### src/rtl/bus_xfer_pkg.sv
// Shared types for the register-bus transfer controller: FSM encodings, command record, select-width helper.
// No logic and no latency; the imm/data command fields exist only when BUS_XFER_IMM_EN is defined.
// Backpressure: not applicable.
package bus_xfer_pkg;

    localparam int CMD_SEL_W  = 8;
    localparam int CMD_DATA_W = 8;

    localparam logic [1:0] ST_IDLE  = 2'd0;
    localparam logic [1:0] ST_READ  = 2'd1;
    localparam logic [1:0] ST_WRITE = 2'd2;
    localparam logic [1:0] ST_TURN  = 2'd3;

    // Indices are held wider than the decoder select so out-of-range requests stay visible.
    typedef struct packed {
        logic [CMD_SEL_W-1:0]  src;
        logic [CMD_SEL_W-1:0]  dst;
`ifdef BUS_XFER_IMM_EN
        logic                  imm;
        logic [CMD_DATA_W-1:0] data;
`endif
    } cmd_t;

    function automatic int sel_width(input int n);
        return (n > 2) ? $clog2(n) : 1;
    endfunction

endpackage

### src/rtl/bus_xfer_ctrl_onehot_dec.sv
// Select-to-one-hot decoder used for the per-register bus strobes.
// Latency: combinational.
// Backpressure: none; the output is all zeros when en is low.
module onehot_dec #(
    parameter int N     = 4,
    parameter int SEL_W = 2
) (
    input  logic [SEL_W-1:0] sel,
    input  logic             en,
    output logic [N-1:0]     onehot
);

    always_comb begin
        onehot = '0;
        for (int i = 0; i < N; i++) begin
            onehot[i] = en && (sel == SEL_W'(i));
        end
    end

endmodule

### src/rtl/bus_xfer_ctrl.sv
// Bus master for register-to-register moves: READ, WRITE, TURN strobe sequence; BUS_XFER_IMM_EN adds immediate loads.
// Latency: an accepted command is in READ the next cycle, WRITE after that, and done pulses in the third.
// Backpressure: a 1-entry buffer; cmd_ready drops while the buffer holds a command.
module bus_xfer_ctrl
    import bus_xfer_pkg::*;
#(
    parameter int WIDTH    = 8,
    parameter int NUM_REGS = 4,
    localparam int SEL_W   = sel_width(NUM_REGS)
) (
    input  logic                clk,
    input  logic                clr,
    input  logic                cmd_valid,
    output logic                cmd_ready,
    input  logic [SEL_W-1:0]    cmd_src,
    input  logic [SEL_W-1:0]    cmd_dst,
    input  logic [WIDTH-1:0]    bus_in,
    output logic [NUM_REGS-1:0] rd_en,
    output logic [NUM_REGS-1:0] wr_en,
    output logic                busy,
    output logic                done,
    output logic                err,
    output logic [WIDTH-1:0]    xfer_data,
    output logic [7:0]          xfer_count
`ifdef BUS_XFER_IMM_EN
    ,
    input  logic                cmd_imm,
    input  logic [WIDTH-1:0]    cmd_data,
    output logic [WIDTH-1:0]    imm_bus_out
`endif
);

    logic [1:0] state;
    cmd_t       cur;
    cmd_t       buf_cmd;
    cmd_t       in_cmd;
    logic       buf_valid;
    logic       accept;
    logic       in_ok;
    logic       take;
    logic       in_imm;
    logic       cur_imm;
    logic       rd_act;
    logic       wr_act;

`ifdef BUS_XFER_IMM_EN
    assign in_imm      = cmd_imm;
    assign cur_imm     = cur.imm;
    assign imm_bus_out = (cur.imm && (state == ST_READ || state == ST_WRITE))
                         ? WIDTH'(cur.data) : {WIDTH{1'bz}};
`else
    assign in_imm  = 1'b0;
    assign cur_imm = 1'b0;
`endif

    always_comb begin
        in_cmd     = '0;
        in_cmd.src = CMD_SEL_W'(cmd_src);
        in_cmd.dst = CMD_SEL_W'(cmd_dst);
`ifdef BUS_XFER_IMM_EN
        in_cmd.imm  = cmd_imm;
        in_cmd.data = CMD_DATA_W'(cmd_data);
`endif
    end

    // An immediate load never drives from a register, so its source is not range-checked.
    assign in_ok = (in_cmd.dst < CMD_SEL_W'(NUM_REGS)) &&
                   (in_imm || (in_cmd.src < CMD_SEL_W'(NUM_REGS)));

    assign cmd_ready = ~buf_valid;
    assign accept    = cmd_valid & ~buf_valid;
    assign take      = accept & in_ok;

    always_ff @(posedge clk or posedge clr) begin
        if (clr) begin
            state      <= ST_IDLE;
            cur        <= '0;
            buf_cmd    <= '0;
            buf_valid  <= 1'b0;
            err        <= 1'b0;
            xfer_data  <= '0;
            xfer_count <= '0;
        end else begin
            err <= accept & ~in_ok;
            case (state)
                ST_IDLE: begin
                    if (take) begin
                        cur   <= in_cmd;
                        state <= ST_READ;
                    end
                end
                ST_READ: begin
                    state <= ST_WRITE;
                    if (take) begin
                        buf_cmd   <= in_cmd;
                        buf_valid <= 1'b1;
                    end
                end
                ST_WRITE: begin
                    state      <= ST_TURN;
                    xfer_data  <= bus_in;
                    xfer_count <= xfer_count + 8'd1;
                    if (take) begin
                        buf_cmd   <= in_cmd;
                        buf_valid <= 1'b1;
                    end
                end
                ST_TURN: begin
                    // A fresh command on this edge goes straight to READ, skipping IDLE.
                    if (buf_valid) begin
                        cur       <= buf_cmd;
                        buf_valid <= 1'b0;
                        state     <= ST_READ;
                    end else if (take) begin
                        cur   <= in_cmd;
                        state <= ST_READ;
                    end else begin
                        state <= ST_IDLE;
                    end
                end
                default: state <= ST_IDLE;
            endcase
        end
    end

    assign rd_act = (state == ST_READ || state == ST_WRITE) && !cur_imm;
    assign wr_act = (state == ST_WRITE) && (cur_imm || (cur.src != cur.dst));
    assign done   = (state == ST_TURN);
    assign busy   = (state != ST_IDLE) || buf_valid;

    onehot_dec #(.N(NUM_REGS), .SEL_W(SEL_W)) u_rd_dec (
        .sel    (cur.src[SEL_W-1:0]),
        .en     (rd_act),
        .onehot (rd_en)
    );

    onehot_dec #(.N(NUM_REGS), .SEL_W(SEL_W)) u_wr_dec (
        .sel    (cur.dst[SEL_W-1:0]),
        .en     (wr_act),
        .onehot (wr_en)
    );

endmodule

### config.mk
export PLATFORM = sky130hd
export DESIGN_NAME = bus_xfer_ctrl
export DESIGN_NICKNAME = d
export VERILOG_FILES = /design/src/rtl/bus_xfer_pkg.sv /design/src/rtl/bus_xfer_ctrl_onehot_dec.sv /design/src/rtl/bus_xfer_ctrl.sv
export SDC_FILE = /design/constraint.sdc
export NUM_CORES = 1
export LEC_CHECK = 0
export CAP_MARGIN = 20
export CORE_ASPECT_RATIO = 2
export CORE_UTILIZATION = 52
export CTS_CLUSTER_DIAMETER = 200
export CTS_CLUSTER_SIZE = 14
export DETAILED_ROUTE_END_ITERATION = 6
export PLACE_DENSITY = 0.91
export REMOVE_ABC_BUFFERS = 1
export SYNTH_ARGS = -nofsm -noshare
export SYNTH_HDL_FRONTEND = slang
export SYNTH_SLANG_ARGS = --single-unit
### constraint.sdc
create_clock -name clk -period 4.6 [get_ports clk]
set_clock_uncertainty 0.1 [all_clocks]
set_input_delay 0.92 -clock clk [delete_from_list [all_inputs] [get_ports clk]]
set_output_delay 0.92 -clock clk [all_outputs]
set_load 0.1 [all_outputs]
==> summary.log <==
INFO  place          hpwlAfterDp=2.61mm
INFO  sta            max_slew.worst_pin.slew=1.05ns
INFO  synth          synth_compound_area_frac=0.0806
INFO  global_routing grt_overflow_total=0
INFO  clocking       root_cell_of_the_clock_tree=sky130_fd_sc_hd__clkbuf_8
INFO  sta            max_freq=269MHz
INFO  global_routing first_global_vias=1248
INFO  synth          synth.ff_latch_count=39
INFO  global_routing total_track_usage=0.211
INFO  route          detail_route.vias_per_cell=5.61
INFO  sta            maxSlewViolCount=0
INFO  sta            period_needed=3.71ns
INFO  synth          synthAdderAreaFrac=0.0354
INFO  floorplan      placement_rows=29
INFO  power_and_ir_drop p_leak=1.15nW
INFO  clocking       cts_tree=yes
INFO  route          route.detailed.drc=0
INFO  synth          synth.yosys.seq_area_share=0.552
INFO  floorplan      dieHeight=84.5um
INFO  final_layout   syn_to_final_growth=28.8%
INFO  synth          synth_cell_types=33
INFO  route          routed_wirelength=3.51mm
INFO  clocking       hold_buffers=0
INFO  synth          yosys.area_share.simple=0.139
INFO  synth          synth_warnings=0
INFO  synth          post_synth_inst_count=141
INFO  place          numPortBuffers=41
INFO  critical_path  worst-path-max-fanout=12
INFO  synth          post_synth_mux_area_share=0.0891
INFO  synth          avgSynthCellArea=12.5squm
INFO  global_routing grt_max_degree=40
INFO  critical_path  criticalPathCategory=flip-flop to output pin
INFO  synth          mappedNetlistArea=1770squm
INFO  sta            final-hold-violation-count=0
INFO  critical_path  timing.critical_path.required=3.58ns
INFO  clocking       numCtsBuffers=5
INFO  route          drtIter0Drc=15
INFO  clocking       insertion_delay=0.28ns
INFO  place          place_congestion=0.752
INFO  power_and_ir_drop totalPowerFinal=0.000615W
INFO  sta            final.setup.worst_slack=0.886ns
INFO  floorplan      width_of_the_chip=43.2um
INFO  floorplan      fp.coreArea=3190squm
INFO  hold_path      min-delay-path-class=flip-flop to flip-flop
INFO  floorplan      initial_core_util=0.554
INFO  sta            grt_setup_unrepaired=false
INFO  critical_path  crit_path_end_kind=output pin
INFO  floorplan      floorplan.io_pins=43
INFO  sta            final.period_utilization=0.807
INFO  place          dpl_worst_slack=1.22ns
INFO  synth          synth_enable_flop_cells=0
INFO  sta            max_slew_margin=0.296
INFO  floorplan      dieArea=3650squm
INFO  critical_path  arrival=2.69ns
INFO  clocking       post-cts-setup-buffer-count=0
INFO  global_routing antenna_found_initial=0
INFO  route          routedWlPerCell=16.2um
INFO  synth          combinational_family_with_the_most_area_after_synthesis=simple AND/OR/NAND/NOR gates
INFO  global_routing grt_pass1_wl=5.70mm
INFO  route          number_of_vias_after_detailed_routing=1218
INFO  final_layout   diodes=0
INFO  critical_path  critical_path.startpoint_type=flip-flop
INFO  run_status     outcome=finished, final reports clean
INFO  synth          ys_async_sr_fraction=1.00
INFO  route          drt.antenna.violating_nets=0
INFO  sta            setup_viol_count_final=0
INFO  clocking       clock_tree.htree_level_count=2
INFO  final_layout   post_route_cells_drive_above_1_share=0.172
INFO  final_layout   fin_util=0.714
INFO  power_and_ir_drop ir_worst_vdd=0.000221V
INFO  sta            final.setup.tns=0ns
INFO  route          dr.pass1.iters=4
INFO  clocking       cts_max_path_buffers=2
INFO  clocking       clk_transition_reported_paths=0.07ns
INFO  flow_run       timing.max_cap.violations=0
INFO  clocking       ctsResizeCount=0
INFO  synth          xor_xnor_cell_area_share_of_the_yosys_netlist=0.0743
INFO  final_layout   layout.nets=205
INFO  sta            holdWs=0.378ns
INFO  clocking       tritoncts_num_sinks=39
INFO  power_and_ir_drop power_per_cell_area=270nW/um^2
INFO  synth          prevailing_post_synth_register_cell=sky130_fd_sc_hd__dfrtp_1
==> worst paths after layout <==
| check | from | to | slack (ns) | cells past startpoint |
|---|---|---|---|---|
| worst max-delay path | state[1] | rd_en[2] | 0.89 | 5 |
| worst min-delay path | xfer_count[7] | xfer_count[7] | 0.38 | 1 |
| worst max register to register | state[0] | xfer_count[5] | 2.59 | 5 |
| worst min register to register | xfer_count[7] | xfer_count[7] | 0.38 | 1 |
| max in group asynchronous | clr | buf_cmd[8] | 3.09 | 3 |
| min in group asynchronous | clr | xfer_count[0] | 0.98 | 3 |
==> layout make-up <==
cell class	count	area, sq um
Multi-Input combinational cell	93	743
Inverter	4	15.0
Sequential cell	39	976
Fill cell	215	915
Clock buffer	8	100
Tap cell	31	38.8
Timing Repair Buffer	42	405
==> flip-flops by register name (all words and copies together) (netlist names) <==
name        count
xfer_data       8
buf_cmd         4
xfer_count      8
buf_valid       1
state           2
cur            16
==> power breakdown <==
part / internal, W / switching [W]
Sequential: 0.000343 / 0
Clock: 0.000137 / 0.000112
Combinational: 0.0000112 / 0.0000128
==> synth_stat cells (2+ instances only) <==
master,number,area (sq um)
sky130_fd_sc_hd__a21oi_1,3,15.0
sky130_fd_sc_hd__and3_1,2,12.5
sky130_fd_sc_hd__buf_4,2,15.0
sky130_fd_sc_hd__dfrtp_1,39,976
sky130_fd_sc_hd__ha_1,5,62.6
sky130_fd_sc_hd__inv_1,4,15.0
sky130_fd_sc_hd__mux2_2,14,158
sky130_fd_sc_hd__nand2_1,7,26.3
sky130_fd_sc_hd__nand3_1,2,10.0
sky130_fd_sc_hd__nand4_1,4,25.0
sky130_fd_sc_hd__nor2_1,4,15.0
sky130_fd_sc_hd__nor2b_1,12,75.1
sky130_fd_sc_hd__nor4_2,2,25.0
sky130_fd_sc_hd__o21ai_0,2,10.0
sky130_fd_sc_hd__o22a_1,8,70.1
sky130_fd_sc_hd__xnor2_1,4,35.0
sky130_fd_sc_hd__xor2_1,11,96.3
==> routing by layer <==
layer,routed length [um],track usage
met1,1210,0.211
met2,2020,0.376
met3,109,0.0473
met4,167,0.127
met5,0,0
==> cells by family after synthesis <==
group                      count (synthesis)
adders and majority gates                  5
muxes                                     14
other                                      1
and+or+nand+nor                           40
xor gates and xnor gates                  15
AOI/OAI and AO/OA                         18
DFF                                       39
buffers and inverters                      9
==> per-stage QoR <==
step,instances,cell area [sq um]
floorplan,136,1730
global placement,209,2180
detailed placement,209,2180
CTS,217,2280
global route,217,2280
finish,217,2280
==> critical path, cell delays in order (launching register included) <==
cell	delay [ns]
sky130_fd_sc_hd__dfrtp_1	0.43
sky130_fd_sc_hd__inv_1	0.09
sky130_fd_sc_hd__ha_1	0.53
sky130_fd_sc_hd__nand2_1	0.10
sky130_fd_sc_hd__nor2_1	0.11
sky130_fd_sc_hd__clkdlybuf4s50_1	1.14
==> placed cells by master, fill, tap and decap left out, drive strengths merged, types with 5 or more instances in the layout <==
| cell | n |
|---|---|
| buf | 6 |
| clkbuf | 8 |
| clkdlybuf4s50 | 36 |
| dfrtp | 39 |
| ha | 5 |
| mux2 | 14 |
| nand2 | 8 |
| nor2b | 12 |
| o22a | 8 |
| xor2 | 11 |
Power figures use the tool's default switching activity.
